===== config.mk =====
export PLATFORM = sky130hd
export DESIGN_NAME = mailbox_fifo_unit
export DESIGN_NICKNAME = d
export VERILOG_FILES = /design/src/rtl/mailbox_fifo_unit.sv
export SDC_FILE = /design/constraint.sdc
export NUM_CORES = 1
export LEC_CHECK = 0
export ABC_CLOCK_PERIOD_IN_PS = 4900
export CELL_PAD_IN_SITES_DETAIL_PLACEMENT = 1
export CELL_PAD_IN_SITES_GLOBAL_PLACEMENT = 2
export CORE_ASPECT_RATIO = 1.1
export CORE_UTILIZATION = 30
export DETAILED_ROUTE_END_ITERATION = 10
export HOLD_SLACK_MARGIN = 0.02
export PLACE_DENSITY = 0.66
export SETUP_SLACK_MARGIN = 0.02
export SLEW_MARGIN = 10
export SYNTH_ARGS = -nofsm -noshare
export SYNTH_HDL_FRONTEND = slang
export SYNTH_SLANG_ARGS = --single-unit

===== constraint.sdc =====
create_clock -name clk_i -period 4.9 [get_ports clk_i]
set_input_delay 0.735 -clock clk_i [delete_from_list [all_inputs] [get_ports clk_i]]
set_output_delay 0.735 -clock clk_i [all_outputs]
set_load 0.02 [all_outputs]

===== src/rtl/mailbox_fifo_unit.sv =====
// Mailbox FIFO unit: NumMbox register-bus mailboxes, each holding a message FIFO
// with sticky overflow/underflow flags and watermark-driven level interrupts.

package mailbox_fifo_pkg;
    typedef struct packed {
        logic [31:0] addr;
        logic        write;
        logic [31:0] wdata;
        logic [3:0]  wstrb;
        logic        valid;
    } reg_req_t;

    typedef struct packed {
        logic [31:0] rdata;
        logic        error;
        logic        ready;
    } reg_rsp_t;
endpackage

module mailbox_fifo_unit #(
    parameter type         reg_req_t = mailbox_fifo_pkg::reg_req_t,
    parameter type         reg_rsp_t = mailbox_fifo_pkg::reg_rsp_t,
    parameter int unsigned NumMbox   = 4,
    parameter int unsigned Depth     = 4,
    parameter int unsigned DataWidth = 32
) (
    input  logic               clk_i,
    input  logic               rst_i,
    input  reg_req_t           reg_req_i,
    output reg_rsp_t           reg_rsp_o,
    output logic [NumMbox-1:0] snd_irq_o,
    output logic [NumMbox-1:0] rcv_irq_o
);

    localparam int unsigned IdxW = (NumMbox > 1) ? $clog2(NumMbox) : 1;
    localparam int unsigned IdxD = $clog2(Depth);
    localparam int unsigned CntW = $clog2(Depth + 1);

    localparam logic [CntW-1:0] FullCnt = CntW'(Depth);

    localparam logic [7:0] OffWdata  = 8'h00;
    localparam logic [7:0] OffRdata  = 8'h04;
    localparam logic [7:0] OffStatus = 8'h08;
    localparam logic [7:0] OffErrclr = 8'h0C;
    localparam logic [7:0] OffRcvthr = 8'h10;
    localparam logic [7:0] OffSndthr = 8'h14;
    localparam logic [7:0] OffIrqen  = 8'h18;
    localparam logic [7:0] OffFlush  = 8'h1C;

    // Message storage: data only, never reset (pointers define validity)
    logic [DataWidth-1:0] mem_q [NumMbox][Depth];

    // Per-mailbox control state
    logic [IdxD-1:0] wr_ptr_q [NumMbox];
    logic [IdxD-1:0] wr_ptr_d [NumMbox];
    logic [IdxD-1:0] rd_ptr_q [NumMbox];
    logic [IdxD-1:0] rd_ptr_d [NumMbox];
    logic [CntW-1:0] count_q  [NumMbox];
    logic [CntW-1:0] count_d  [NumMbox];
    logic [CntW-1:0] rcvthr_q [NumMbox];
    logic [CntW-1:0] rcvthr_d [NumMbox];
    logic [CntW-1:0] sndthr_q [NumMbox];
    logic [CntW-1:0] sndthr_d [NumMbox];
    logic [1:0]      irqen_q  [NumMbox];
    logic [1:0]      irqen_d  [NumMbox];
    logic            ovf_q    [NumMbox];
    logic            ovf_d    [NumMbox];
    logic            udf_q    [NumMbox];
    logic            udf_d    [NumMbox];

    logic [NumMbox-1:0] snd_irq_q;
    logic [NumMbox-1:0] snd_irq_d;
    logic [NumMbox-1:0] rcv_irq_q;
    logic [NumMbox-1:0] rcv_irq_d;

    // Decoded access
    logic [23:0]     mbox_num;
    logic [7:0]      offset;
    logic [IdxW-1:0] idx;
    logic            idx_ok;
    logic [CntW-1:0] sel_count;

    logic       push_en;
    logic       pop_en;
    logic       flush_en;
    logic       ovf_set;
    logic       udf_set;
    logic [1:0] errclr;
    logic       rcvthr_we;
    logic       sndthr_we;
    logic       irqen_we;

    reg_rsp_t rsp;

    // Write data bits beyond DataWidth/CntW are intentionally ignored
    logic unused_wdata;
    assign unused_wdata = ^reg_req_i.wdata;

    // Every address bit above the 256 B window selects the mailbox, so
    // aliases beyond NumMbox are rejected rather than folded back.
    assign mbox_num  = reg_req_i.addr[31:8];
    assign offset    = reg_req_i.addr[7:0];
    assign idx       = reg_req_i.addr[8 +: IdxW];
    assign idx_ok    = 32'(mbox_num) < NumMbox;
    assign sel_count = count_q[idx];

    // Register decode and combinational response; one access per cycle
    always_comb begin
        rsp       = '0;
        rsp.ready = 1'b1;
        push_en   = 1'b0;
        pop_en    = 1'b0;
        flush_en  = 1'b0;
        ovf_set   = 1'b0;
        udf_set   = 1'b0;
        errclr    = 2'b00;
        rcvthr_we = 1'b0;
        sndthr_we = 1'b0;
        irqen_we  = 1'b0;
        if (reg_req_i.valid) begin
            if (!idx_ok) begin
                rsp.error = 1'b1;
            end else begin
                case (offset)
                    OffWdata: begin
                        if (reg_req_i.write) begin
                            if (reg_req_i.wstrb != '1) begin
                                rsp.error = 1'b1;
                            end else if (sel_count == FullCnt) begin
                                rsp.error = 1'b1;
                                ovf_set   = 1'b1;
                            end else begin
                                push_en = 1'b1;
                            end
                        end
                    end
                    OffRdata: begin
                        if (reg_req_i.write) begin
                            rsp.error = 1'b1;
                        end else if (sel_count == '0) begin
                            rsp.error = 1'b1;
                            udf_set   = 1'b1;
                        end else begin
                            pop_en                    = 1'b1;
                            rsp.rdata[DataWidth-1:0] = mem_q[idx][rd_ptr_q[idx]];
                        end
                    end
                    OffStatus: begin
                        if (!reg_req_i.write) begin
                            rsp.rdata[CntW-1:0] = sel_count;
                            rsp.rdata[16]       = (sel_count == '0);
                            rsp.rdata[17]       = (sel_count == FullCnt);
                            rsp.rdata[18]       = ovf_q[idx];
                            rsp.rdata[19]       = udf_q[idx];
                        end
                    end
                    OffErrclr: begin
                        if (reg_req_i.write) begin
                            errclr = reg_req_i.wdata[1:0];
                        end
                    end
                    OffRcvthr: begin
                        if (reg_req_i.write) begin
                            rcvthr_we = 1'b1;
                        end else begin
                            rsp.rdata[CntW-1:0] = rcvthr_q[idx];
                        end
                    end
                    OffSndthr: begin
                        if (reg_req_i.write) begin
                            sndthr_we = 1'b1;
                        end else begin
                            rsp.rdata[CntW-1:0] = sndthr_q[idx];
                        end
                    end
                    OffIrqen: begin
                        if (reg_req_i.write) begin
                            irqen_we = 1'b1;
                        end else begin
                            rsp.rdata[1:0] = irqen_q[idx];
                        end
                    end
                    OffFlush: begin
                        if (reg_req_i.write) begin
                            flush_en = reg_req_i.wdata[0];
                        end
                    end
                    default: begin
                        rsp.error = 1'b1;
                    end
                endcase
            end
        end
    end

    assign reg_rsp_o = rsp;

    // Next-state for the addressed mailbox; all others hold
    always_comb begin
        for (int i = 0; i < int'(NumMbox); i++) begin
            wr_ptr_d[i] = wr_ptr_q[i];
            rd_ptr_d[i] = rd_ptr_q[i];
            count_d[i]  = count_q[i];
            rcvthr_d[i] = rcvthr_q[i];
            sndthr_d[i] = sndthr_q[i];
            irqen_d[i]  = irqen_q[i];
            ovf_d[i]    = ovf_q[i];
            udf_d[i]    = udf_q[i];
        end
        if (push_en) begin
            wr_ptr_d[idx] = wr_ptr_q[idx] + 1'b1;
            count_d[idx]  = count_q[idx] + 1'b1;
        end
        if (pop_en) begin
            rd_ptr_d[idx] = rd_ptr_q[idx] + 1'b1;
            count_d[idx]  = count_q[idx] - 1'b1;
        end
        if (flush_en) begin
            wr_ptr_d[idx] = '0;
            rd_ptr_d[idx] = '0;
            count_d[idx]  = '0;
        end
        if (ovf_set) begin
            ovf_d[idx] = 1'b1;
        end
        if (udf_set) begin
            udf_d[idx] = 1'b1;
        end
        if (errclr[0]) begin
            ovf_d[idx] = 1'b0;
        end
        if (errclr[1]) begin
            udf_d[idx] = 1'b0;
        end
        if (rcvthr_we) begin
            rcvthr_d[idx] = reg_req_i.wdata[CntW-1:0];
        end
        if (sndthr_we) begin
            sndthr_d[idx] = reg_req_i.wdata[CntW-1:0];
        end
        if (irqen_we) begin
            irqen_d[idx] = reg_req_i.wdata[1:0];
        end
    end

    // Level interrupts from the current (pre-edge) fill level and thresholds
    always_comb begin
        snd_irq_d = '0;
        rcv_irq_d = '0;
        for (int i = 0; i < int'(NumMbox); i++) begin
            snd_irq_d[i] = irqen_q[i][1] & (count_q[i] <= sndthr_q[i]);
            rcv_irq_d[i] = irqen_q[i][0] & (rcvthr_q[i] != '0) &
                           (count_q[i] >= rcvthr_q[i]);
        end
    end

    // Control state registers with synchronous reset
    always_ff @(posedge clk_i) begin
        if (rst_i) begin
            for (int i = 0; i < int'(NumMbox); i++) begin
                wr_ptr_q[i] <= '0;
                rd_ptr_q[i] <= '0;
                count_q[i]  <= '0;
                rcvthr_q[i] <= CntW'(1);
                sndthr_q[i] <= '0;
                irqen_q[i]  <= 2'b00;
                ovf_q[i]    <= 1'b0;
                udf_q[i]    <= 1'b0;
            end
            snd_irq_q <= '0;
            rcv_irq_q <= '0;
        end else begin
            for (int i = 0; i < int'(NumMbox); i++) begin
                wr_ptr_q[i] <= wr_ptr_d[i];
                rd_ptr_q[i] <= rd_ptr_d[i];
                count_q[i]  <= count_d[i];
                rcvthr_q[i] <= rcvthr_d[i];
                sndthr_q[i] <= sndthr_d[i];
                irqen_q[i]  <= irqen_d[i];
                ovf_q[i]    <= ovf_d[i];
                udf_q[i]    <= udf_d[i];
            end
            snd_irq_q <= snd_irq_d;
            rcv_irq_q <= rcv_irq_d;
        end
    end

    // Message storage write on accepted push
    always_ff @(posedge clk_i) begin
        if (push_en) begin
            mem_q[idx][wr_ptr_q[idx]] <= reg_req_i.wdata[DataWidth-1:0];
        end
    end

    assign snd_irq_o = snd_irq_q;
    assign rcv_irq_o = rcv_irq_q;

endmodule


# ---- Word level (Yosys, flattened, before mapping)
# Memories as Yosys holds them, arrays and structs flattened.
# Index checks and enable logic that the tools add are counted.
dict set report totals {
  reg_bits 8
  ramBits 580
  in_bits 72
  output_inout_bits 42
  mem_count 9
}
dict set report op_classes {
  add_sub_neg 4
  order_cmp 14
  eq_ne 9
  n_mux 128
  n_bitwise 57
  reduce_logical 9
}
# name depth width read_ports rd_ports_with_merged_regs wr line_no
set mem_list {}
lappend mem_list {mem_q 4 128 1 0 1 51} ;# logic [DataWidth-1:0] mem_q [NumMbox][Depth];
lappend mem_list {count_q 4 3 5 0 4 58} ;# logic [CntW-1:0] count_q [NumMbox];
lappend mem_list {rcvthr_q 4 3 5 0 4 60} ;# logic [CntW-1:0] rcvthr_q [NumMbox];
lappend mem_list {sndthr_q 4 3 5 0 4 62} ;# logic [CntW-1:0] sndthr_q [NumMbox];
lappend mem_list {irqen_q 4 2 5 0 4 64} ;# logic [1:0] irqen_q [NumMbox];
lappend mem_list {rd_ptr_q 4 2 5 0 4 56} ;# logic [IdxD-1:0] rd_ptr_q [NumMbox];
lappend mem_list {{3 more memories} - - - - - -}
# cell n
set ops {}
lappend ops {{$mux 32} 6}
lappend ops {{$mux 128} 1}
lappend ops {{$mux 12} 6}
lappend ops {{$bmux 32 s2} 1}
lappend ops {{$demux 32 s2} 1}
lappend ops {{$mux 1} 53}
lappend ops {{$bwmux 12} 4}
lappend ops {{$mux 3} 16}
lappend ops {{$mux 8} 5}
lappend ops {{$mux 2} 18}
lappend ops {{$mux 33} 1}
lappend ops {{$eq 8x5->1 const B} 4}
lappend ops {{$or 1x1->1} 32}
lappend ops {{$bwmux 8} 3}
lappend ops {{$lt 24x3->1 const B} 1}
lappend ops {{$mux 4} 5}
lappend ops {{$and 8x8->8} 2}
lappend ops {{$eq 8x4->1 const B} 2}
lappend ops {{$mux 13} 1}
lappend ops {{$and 1x1->1} 12}
lappend ops {{$and 12x12->12} 1}
lappend ops {{$ge 3x3->1} 4}
lappend ops {{$le 3x3->1} 4}
lappend ops {{$not 12->12} 1}
lappend ops {{25 further kinds} 37}

# ---- Depth between registers and ports, before layout
# An unclocked memory read counts as a cell.
dict set report logic_depth {
  word_depth 14
  mapped_depth 14
  ltp_nobuf 11
}

# ---- Worst setup path after synthesis
# OpenSTA, ideal clock, no wires.
dict set report synth_timing {
  path_type {input -> output}
  start {input port reg_req_i[47] in the netlist's numbering}
  end {output port reg_rsp_o[10] in the netlist's numbering}
  arrival_time_ns 3.483
  t_required_ns 4.165
  setup_slack_ns 0.682
  path_stages 12
  path_cell_list {buf_4 > buf_2 > a2bb2oi_1 > a21boi_0 > inv_1 > ha_1 > and2_1 > a22o_1 > nor3_2 > nand2_1 > clkbuf_1 > a211oi_1}
}
# item line_no
set synth_rtl {}
lappend synth_rtl {{start, declared} 29} ;# input reg_req_t reg_req_i,
lappend synth_rtl {{end, declared} 30} ;# output reg_rsp_t reg_rsp_o,

==> metrics.yaml <==
clocking:
  clk_latency_ns: 0.60
  h-tree-depth: 3
  cts_hold_buf: 0
  path_clk_slew_ns: 0.05
  cts_tree: "yes"
  root_buffer: "clkbuf_16"
  post_cts_buffers: 0
  cts_buffers: 67
  cts_sinks: 588
  clockBufferDepth: 3
timing:
  finalMaxSlewViolations: 0
  slew-limit-headroom_pct: 35.88
  rsz0062_at_grt: "true"
  min_period_ns: 4.645
  period_share_pct: 94.79
  clock.fmax_mhz: 215.3
  hold_viol_final: 0
  tightest_slew_ns: 0.9529
  timing.hold.ws_ns: 0.4707
  fin_worst_skew_ns: 0.01683
  setup_viol: 0
  fin_setup_tns_ns: 0
  fin_ws_ns: 0.2550
placement:
  pre_cts_ws_ns: 0.09510
  hpwl_mm: 38.55
  dp_cells: 2533
  portBuffers: 112
  place_congestion: 0.7825
critical_path:
  path_max_fanout: 19
  arrival_ns: 3.91
  critPathRequiredTime_ns: 4.16
  critPathKind: "reg2out"
  r2r_cells: 11
  start_kind: "flip-flop"
  end_kind: "primary output"
synthesis:
  synth_edf_count: 512
  seq_area_frac_synth_pct: 68.68
  syn_avg_cell_area_um2: 17.71
  yosysUniqueCellTypes: 67
  synth_ff_type: "edfxtp_1"
  async_reset_ff_share_pct: 0
  ys_ff_latch: 588
  synth_area_um2: 24600
  ys_warn_count: 0
  netlist_instances: 1389
  syn_nets: 1492
cells_and_area:
  drive_gt1_share_pct: 22.34
  final_common_cell: "edfxtp_1"
  postLayoutCoreUtil_pct: 36.64
  multi_input_area_um2: 7213
  fillCellCount: 8093
  final_cells: 2652
  regArea_um2: 16900
  final_nets: 1652
  synthToLayoutAreaGrowth_pct: 20.26
  layout_common_cells: "edfxtp_1 (512), mux4_2 (141), clkdlybuf4s50_1 (107)"
  antennaDiodeCount: 0
hold_path:
  min_path_type: "reg2reg"
  hold_path_depth: 2
floorplan:
  core_um2: 80740
  die_area_um2: 83150
  initial_core_util_pct: 30.47
  io_pins: 114
  num_rows: 109
  die_h_um: 302.3
  die_width_um: 275.0
power_and_ir_drop:
  ir_drop_uv: 244.8
  combPwrFrac_pct: 4.1
  p_int_mw: 8.418
  power_frac_clock_pct: 45.2
  switching_share_pct: 21.43
  power_frac_seq_pct: 50.7
  power.switching_mw: 2.296
  leakagePower_nw: 9.122
  power_per_cell_area_nw_per_um2: 362.2
outcome:
  violations: "DRC"
  status: "finished with violations"
grt:
  grt_pass1_wl_mm: 96.81
  track_usage_pct: 15.80
  grt_max_degree: 136
  grt_pass1_vias: 14710
  grt_overflow: 0
  antenna_found_initial: 4
drt:
  via_per_inst: 5.113
  vias: 13560
  dr.pass1.iters: 8
  wl_per_cell_um: 24.75
  routed_wirelength_mm: 65.63
  drt_iter0_drc: 907
  drc_errors: 14
  drtAntennaViolNets: 0
job:
  cap_violations: 0
[worst max-delay path: stages (launching register included)]
cell and delay, ns:
dfxtp_2 0.37, mux2_2 0.16, a2bb2oi_1 0.18, a21boi_2 0.23, inv_1 0.08, ha_1 0.22, and2_1 0.15, a22o_1 0.25
nor3_2 0.20, nand2_1 0.15, buf_12 0.20, buf_4 0.19, a211oi_1 0.18, buf_4 0.14, clkdlybuf4s50_1 0.59
[final timing paths]
kind                                 from            to  slack (ns)
worst max-delay path            flip-flop  reg_rsp_o[6]        0.26
worst min-delay path            flip-flop     flip-flop        0.47
worst max register to register  flip-flop  mem_q[3][50]        1.16
worst min register to register  flip-flop     flip-flop        0.47
[state kept, by name (all words and copies together) (netlist names), named ones only]
register and count:
irqen_q 8, mem_q 512, count_q 8, snd_irq_o 4
rcv_irq_o 4, rcvthr_q 12, sndthr_q 12
[metrics by stage]
step | total power, mW | area, um2
floorplan | 5.784 | 24600
global placement | 5.972 | 27440
detailed placement | 5.981 | 27440
CTS | 10.84 | 29550
global route | 11.02 | 29580
finish | 10.71 | 29580
[layout make-up]
| class | count | area share, % |
|---|---|---|
| clock buffer | 79 | 5.887 |
| clock inverter | 39 | 1.273 |
| inverter | 30 | 0.3806 |
| multi-input combinational | 689 | 24.38 |
| sequential | 588 | 57.12 |
| tap | 1054 | 4.458 |
| timing repair buffer | 173 | 6.505 |
[cells by family after synthesis]
group | Yosys count | synth area share, %
simple gates | 249 | 6.118
xor+xnor | 2 | 0.07122
fa+ha+maj | 31 | 1.577
flops | 588 | 68.68
mux | 214 | 15.99
compound gates | 192 | 5.432
other cells | 1 | 0.01524
buf+inv | 112 | 2.116
[cells in the mapped netlist, types with 5 or more instances]
library cell	number	area, um2
a211oi_1	68	510.5
a21o_1	13	97.59
a21oi_1	51	255.2
a22oi_1	7	52.55
a2bb2oi_1	7	61.31
a41o_1	5	50.05
and2_1	20	125.1
buf_1	5	18.77
buf_2	19	95.09
buf_4	10	75.07
buf_6	5	56.30
clkbuf_1	42	157.7
dfxtp_1	76	1521
edfxtp_1	512	15370
ha_1	31	387.9
inv_1	30	112.6
mux2i_1	69	690.7
mux4_2	143	3221
nand2_1	24	90.09
nand2b_1	18	112.6
nand3_1	18	90.09
nand4_1	6	37.54
nor2_1	50	187.7
nor2_2	5	31.28
nor2b_1	37	231.5
nor3_1	11	55.05
nor3_2	10	100.1
nor3b_1	5	37.54
nor4_1	12	75.07
nor4b_1	5	43.79
o21ai_0	11	55.05
or3_1	7	43.79
[power by group through the flow]
stage          Combinational (mW)  Clock (mW)  Sequential [mW]
3_5_place_dp                0.439           0             5.54
5_1_grt                     0.473        5.12             5.43
4_1_cts                     0.442        4.97             5.44
6_report                    0.437        4.84             5.44
3_3_place_gp                0.431           0             5.54
2_1_floorplan               0.241           0             5.54
[layer usage]
layer  share of wire, %  routed length, um  global-route usage, %
met2                 49              31880                  26.03
met1                 44              28920                  21.06
met5              0.081                 53                      0
met4                2.4               1543                  4.354
met3                4.9               3228                  3.326
[timing repair]
| action | in CTS | in global routing |
|---|---|---|
| resized for setup | 2 | 3 |
| setup endpoints to repair | 2 | 12 |
| gates cloned | 0 | 1 |
No activity file was read; power rests on OpenSTA's default activity.
